===== src/rtl/booth_radix4_mul_if.sv =====
// Operand/result handshake bundle between the factorial control FSM and the
// radix-4 Booth multiplier.
interface booth_radix4_mul_if;
    logic signed [63:0] multiplier;
    logic signed [63:0] multiplicand;
    logic               op_start;
    logic               op_clear;
    logic               op_busy;
    logic               op_done;
    logic        [127:0] result;

    modport master (
        output multiplier, multiplicand, op_start, op_clear,
        input  op_busy, op_done, result
    );

    modport slave (
        input  multiplier, multiplicand, op_start, op_clear,
        output op_busy, op_done, result
    );
endinterface


===== src/rtl/booth_radix4_mul.sv =====
// Sequential 64x64 signed multiplier, radix-4 modified Booth recoding,
// one recoded digit per cycle (32 iterations per product).
module booth_radix4_mul (
    input  logic                 clk,
    input  logic                 reset,
    booth_radix4_mul_if.slave    bus
);

    typedef enum logic [1:0] {
        S_IDLE,
        S_BUSY,
        S_DONE
    } state_e;

    state_e         state_q, state_d;
    logic [4:0]     cnt_q,   cnt_d;
    logic [129:0]   acc_q,   acc_d;
    logic [63:0]    a_q,     a_d;
    logic [63:0]    b_q,     b_d;

    logic [64:0]    b_ext;
    logic [6:0]     trip_idx;
    logic [2:0]     triplet;
    logic [65:0]    a_ext;
    logic [65:0]    pp;
    logic [129:0]   pp_ext;

    // The product always fits in 128 bits; the two guard bits only absorb
    // intermediate carries of the modular sum.
    logic           unused_acc_guard;
    assign unused_acc_guard = ^acc_q[129:128];

    // Booth digit for the current iteration and its 66-bit partial product.
    always_comb begin
        // NOTE: every signal written here gets a value on every path first,
        // otherwise synthesis infers a latch to hold the old value.
        pp       = '0;
        b_ext    = {b_q, 1'b0};
        trip_idx = {1'b0, cnt_q, 1'b0};
        triplet  = b_ext[trip_idx +: 3];
        a_ext    = {{2{a_q[63]}}, a_q};
        unique case (triplet)
            3'b001, 3'b010: pp = a_ext;
            3'b011:         pp = a_ext << 1;
            3'b100:         pp = -(a_ext << 1);
            3'b101, 3'b110: pp = -a_ext;
            default:        pp = '0;
        endcase
        pp_ext = {{64{pp[65]}}, pp} << {cnt_q, 1'b0};
    end

    always_comb begin
        state_d = state_q;
        cnt_d   = cnt_q;
        acc_d   = acc_q;
        a_d     = a_q;
        b_d     = b_q;
        if (bus.op_clear) begin
            state_d = S_IDLE;
            cnt_d   = '0;
            acc_d   = '0;
            a_d     = '0;
            b_d     = '0;
        end else begin
            unique case (state_q)
                S_IDLE: begin
                    if (bus.op_start) begin
                        state_d = S_BUSY;
                        cnt_d   = '0;
                        acc_d   = '0;
                        a_d     = bus.multiplicand;
                        b_d     = bus.multiplier;
                    end
                end
                S_BUSY: begin
                    acc_d = acc_q + pp_ext;
                    if (cnt_q == 5'd31) begin
                        state_d = S_DONE;
                    end else begin
                        cnt_d = cnt_q + 5'd1;
                    end
                end
                S_DONE:  state_d = S_DONE;
                default: state_d = S_IDLE;
            endcase
        end
    end

    always_ff @(posedge clk) begin
        // NOTE: state registers use non-blocking assignments so every flop
        // samples the pre-edge values, independent of statement order.
        if (reset) begin
            state_q <= S_IDLE;
            cnt_q   <= '0;
            acc_q   <= '0;
            a_q     <= '0;
            b_q     <= '0;
        end else begin
            state_q <= state_d;
            cnt_q   <= cnt_d;
            acc_q   <= acc_d;
            a_q     <= a_d;
            b_q     <= b_d;
        end
    end

    assign bus.op_busy = (state_q == S_BUSY);
    assign bus.op_done = (state_q == S_DONE);
    assign bus.result  = (state_q == S_DONE) ? acc_q[127:0] : 128'd0;

endmodule


===== src/flat_wrapper.sv =====
// flat-port wrapper written by rule: the top's interface ports become plain ports
module booth_radix4_mul_flat 
  (clk, reset, bus_multiplier, bus_multiplicand, bus_op_start, bus_op_clear, bus_op_busy, bus_op_done, bus_result);
  booth_radix4_mul_if bus_i ();
  input  logic clk;
  input  logic reset;
  input wire logic [$bits(bus_i.multiplier)-1:0] bus_multiplier;
  input wire logic [$bits(bus_i.multiplicand)-1:0] bus_multiplicand;
  input wire logic [$bits(bus_i.op_start)-1:0] bus_op_start;
  input wire logic [$bits(bus_i.op_clear)-1:0] bus_op_clear;
  output wire logic [$bits(bus_i.op_busy)-1:0] bus_op_busy;
  output wire logic [$bits(bus_i.op_done)-1:0] bus_op_done;
  output wire logic [$bits(bus_i.result)-1:0] bus_result;
  assign bus_i.multiplier = bus_multiplier;
  assign bus_i.multiplicand = bus_multiplicand;
  assign bus_i.op_start = bus_op_start;
  assign bus_i.op_clear = bus_op_clear;
  assign bus_op_busy = bus_i.op_busy;
  assign bus_op_done = bus_i.op_done;
  assign bus_result = bus_i.result;
  booth_radix4_mul u_core (.clk(clk), .reset(reset), .bus(bus_i));
endmodule

===== config.mk =====
export PLATFORM = sky130hd
export DESIGN_NAME = booth_radix4_mul_flat
export DESIGN_NICKNAME = d
export VERILOG_FILES = /design/src/rtl/booth_radix4_mul_if.sv /design/src/rtl/booth_radix4_mul.sv /design/src/flat_wrapper.sv
export SDC_FILE = /design/constraint.sdc
export NUM_CORES = 1
export LEC_CHECK = 0
export CORE_MARGIN = 8
export CORE_UTILIZATION = 60
export DETAILED_ROUTE_END_ITERATION = 16
export PLACE_DENSITY = 0.83
export SLEW_MARGIN = 5
export SYNTH_ARGS = -nofsm -noshare
export SYNTH_HDL_FRONTEND = slang
export SYNTH_SLANG_ARGS = --single-unit

===== constraint.sdc =====
create_clock -name clk -period 11.7 [get_ports clk]
set_input_delay 3.51 -clock clk [delete_from_list [all_inputs] [get_ports clk]]
set_output_delay 3.51 -clock clk [all_outputs]
set_load 0.01 [all_outputs]

==> results.toml <==
[floorplan]
die-height_um = 229.9
start_util_pct = 60.65
design.die.area_sq_mm = 0.05287
core_area_sq_mm = 0.04528
fp.dieW_um = 229.9
io_pins = 262
row_count = 78

[logic_synthesis]
ys_warn_count = 0
synth_nets = 4195
ys_types = 87
ys_ff_latch = 263
synth_area_per_cell_sq_um = 7.022
synth_area_sq_mm = 0.02746
synthTopCellsByArea = "dfxtp_1 (19%), a21oi_1 (8.4%), nand2_1 (7.5%), ha_1 (6.9%), nor2_1 (4.8%)"
synthCells = 3911
ys_seq_area_share_pct = 19.17
yosysTopAreaCell = "dfxtp_1"
async_reset_ff_share_pct = 0
synth_top_area_share_pct = 19.17
synth_commonest_cells = "nand2_1 (546), a21oi_1 (459), nor2_1 (348)"
synth_top_flop_cell = "dfxtp_1"
yosysMostFrequentCell = "nand2_1"
synth_edf_count = 0

[setup_path]
path_common_cell = "o21ai_0"
r2r-start = "u_core.cnt_q[3]$_SDFFE_PP0P_"
startpoint = "u_core.cnt_q[3]$_SDFFE_PP0P_"
crit_slowest_cell = "nor2_2"
critPathCapture = "u_core.acc_q[120]$_SDFFE_PP0P_"
arrival_ns = 10.48
critPathCaptureType = "flip-flop"
path_max_fanout = 52
critPathKind = "reg2reg"
critical-path-max-stage-delay_ns = 0.74
r2r_end = "u_core.acc_q[120]$_SDFFE_PP0P_"
crit_required_ns = 12.19
path_delay_family = "compound AO/OA/AOI/OAI gates"
worst-path-buf-inv = 0
start_kind = "flip-flop"
critical_path_depth = 27
r2r_setup_slack_ns = 1.71
reg2reg_depth = 27

[global_route]
grt_pass1_wl_um = 164800
grt-ovfl-total = 0
grt_max_degree = 130
grt_usage_pct = 38.06
grt_pass1_vias = 28530
antenna_found_initial = 0

[drt]
wl_met1_um = 42500
vias_per_cell = 6.847
wl_met3_um = 12310
vias = 31230
drt_drc_violations_left = 0
wl_met2_um = 46590
postRouteAntennaNets = 0
post_drt_wl_per_cell_um = 23.44
drt_iter0_markers = 4717
drt-total-wl_um = 106900
dr.max_layer_used = "met4"
drt-pass1-iter-count = 7

[sta]
maxSlewHeadroom_pct = 25.22
fin_worst_skew_ns = 0.05233
fin_crit_sh_pct = 85.37
rsz0062_at_grt = "no"
finalHoldViolations = 0
setup_viol_count_final = 0
timing.fmax_mhz = 100.1
worst_slew_pin_slew_ns = 1.118
setup_tns_ns = 0
setup_ws_ns = 1.711
fin_crit_ns = 9.989
slew_violations = 0

[clock_network]
cts_max_path_buffers = 3
clk_latency_ns = 0.63
postCtsHoldBufs = 0
cts_setup_buffers = 0
root_buffer = "clkbuf_16"
post_cts_resized = 0
htreeDepth = 1
cts.sinks = 263
cts_tree = "built"
clk_pin_slew_ns = 0.07
cts_buffers = 30

[placement]
port_buffers = 261
preCtsSetupSlack_ns = 2.418
routabilityCongestion = 1.098
placed_area_sq_mm = 0.02999
place_hpwl_um = 80190

[cells_and_area]
area_growth_pct = 12.99
stdcell_area_sq_mm = 0.03103
multi_input_area_sq_mm = 0.02077
regArea_sq_mm = 0.005284
final.fill_count = 3993
drive_gt1_share_pct = 5.455
fin_nets = 4220

[hold_path]
min-delay-path-class = "reg2reg"

[power]
p_leak_nw = 11.93
irDropWorstVdd_uv = 122.9
cellPowerDensity_mw_per_mm2 = 77.55

[status]
status = "complete, no violations"

[run]
max-cap-violations = 0
-- metrics by stage --
step	utilization, %	power, W	instances	hold WS (ns)
5_1_grt	68.52	0.002482	4560	0.4641
3_5_place_dp	66.22	0.001412	4504	0.4453
3_3_place_gp	66.22	0.001412	4504	0.4414
4_1_cts	68.52	0.002392	4560	0.4536
6_report	68.53	0.002407	4561	0.4567
2_1_floorplan	-	0.001256	3911	0.4294
-- flip-flops by register name, summed over array words and instances (netlist names) --
| signal | flops |
|---|---|
| u_core.acc_q | 128 |
| u_core.a_q | 64 |
| u_core.b_q | 64 |
| u_core.cnt_q | 5 |
| u_core.state_q | 2 |
-- tightest hold or removal path: cells and delay by family, from the launching register on --
family / cells / cell delay, ns
AOI/OAI and AO/OA: 1 / 0.05
and+or+nand+nor: 1 / 0.05
DFF: 1 / 0.31
-- per-layer routing --
metal	global-route usage [%]	up-vias
met5	0	-
met4	15.90	0
met3	8.656	390
met2	59.57	2051
met1	49.96	14450
li1	-	14340
-- placed cells by master, fill, tap and decap left out, drive strengths merged, types with 17 or more instances in the layout --
| cell | n |
|---|---|
| o21ai | 253 |
| nand3 | 55 |
| clkdlybuf4s50 | 261 |
| a221oi | 32 |
| nor2 | 349 |
| mux2i | 114 |
| inv | 66 |
| xor2 | 57 |
| xnor2 | 107 |
| nand4 | 55 |
| a211oi | 53 |
| and3 | 22 |
| or2 | 17 |
| buf | 42 |
| a21oi | 459 |
| a21o | 73 |
| and2 | 157 |
| mux4 | 29 |
| a22oi | 91 |
| nand2 | 546 |
| or4 | 17 |
| nor3 | 105 |
| mux2 | 29 |
| nand2b | 23 |
| ha | 151 |
| or3 | 36 |
| o211ai | 30 |
| a31oi | 34 |
| nor4 | 46 |
| o21a | 37 |
| dfxtp | 263 |
| clkbuf | 42 |
| o31ai | 25 |
| o21bai | 42 |
| o22ai | 26 |
-- logic make-up (layout without fill, tap and decap cells) --
| kind of cell | after synthesis | after routing | synth area share, % |
|---|---|---|---|
| buffers and inverters | 377 | 426 | 5.390 |
| multiplexers | 172 | 172 | 7.722 |
| other | 0 | 1 | 0 |
| adder cells (fa/ha/maj) | 152 | 152 | 6.952 |
| XOR/XNOR | 164 | 164 | 5.285 |
| AO/OA/AOI/OAI | 1319 | 1319 | 30.49 |
| flip-flops | 263 | 263 | 19.17 |
| AND/OR/NAND/NOR | 1464 | 1464 | 24.99 |
-- where the power goes --
group	internal (W)	switching, W	total (W)
Clock	0.000570	0.000422	0.000992
Combinational	0.000173	0.000308	0.000480
Sequential	0.000910	0.0000245	0.000934
Total	0.00165	0.000754	0.00241
-- how the worst min path moves through the flow --
stage                                         startpoint                              to  cells after the start
final                        u_core.b_q[34]$_SDFFE_PP0P_     u_core.b_q[34]$_SDFFE_PP0P_                      2
after global routing         u_core.b_q[26]$_SDFFE_PP0P_     u_core.b_q[26]$_SDFFE_PP0P_                      2
after CTS                    u_core.b_q[26]$_SDFFE_PP0P_     u_core.b_q[26]$_SDFFE_PP0P_                      2
after detailed placement     u_core.b_q[26]$_SDFFE_PP0P_     u_core.b_q[26]$_SDFFE_PP0P_                      2
after global placement       u_core.b_q[16]$_SDFFE_PP0P_     u_core.b_q[16]$_SDFFE_PP0P_                      2
after floorplan           u_core.acc_q[127]$_SDFFE_PP0P_  u_core.acc_q[127]$_SDFFE_PP0P_                      1
-- cell type report --
cell class	count	share of cell area, %
diodes	1	0.008064
clock buffers	42	2.826
clock inverters	14	0.5282
inverters	67	0.8104
multi-input cells	3271	66.95
flip-flops and latches	263	17.03
well taps	600	2.419
repair buffers	303	9.435
No activity file was read; power rests on OpenSTA's default activity.
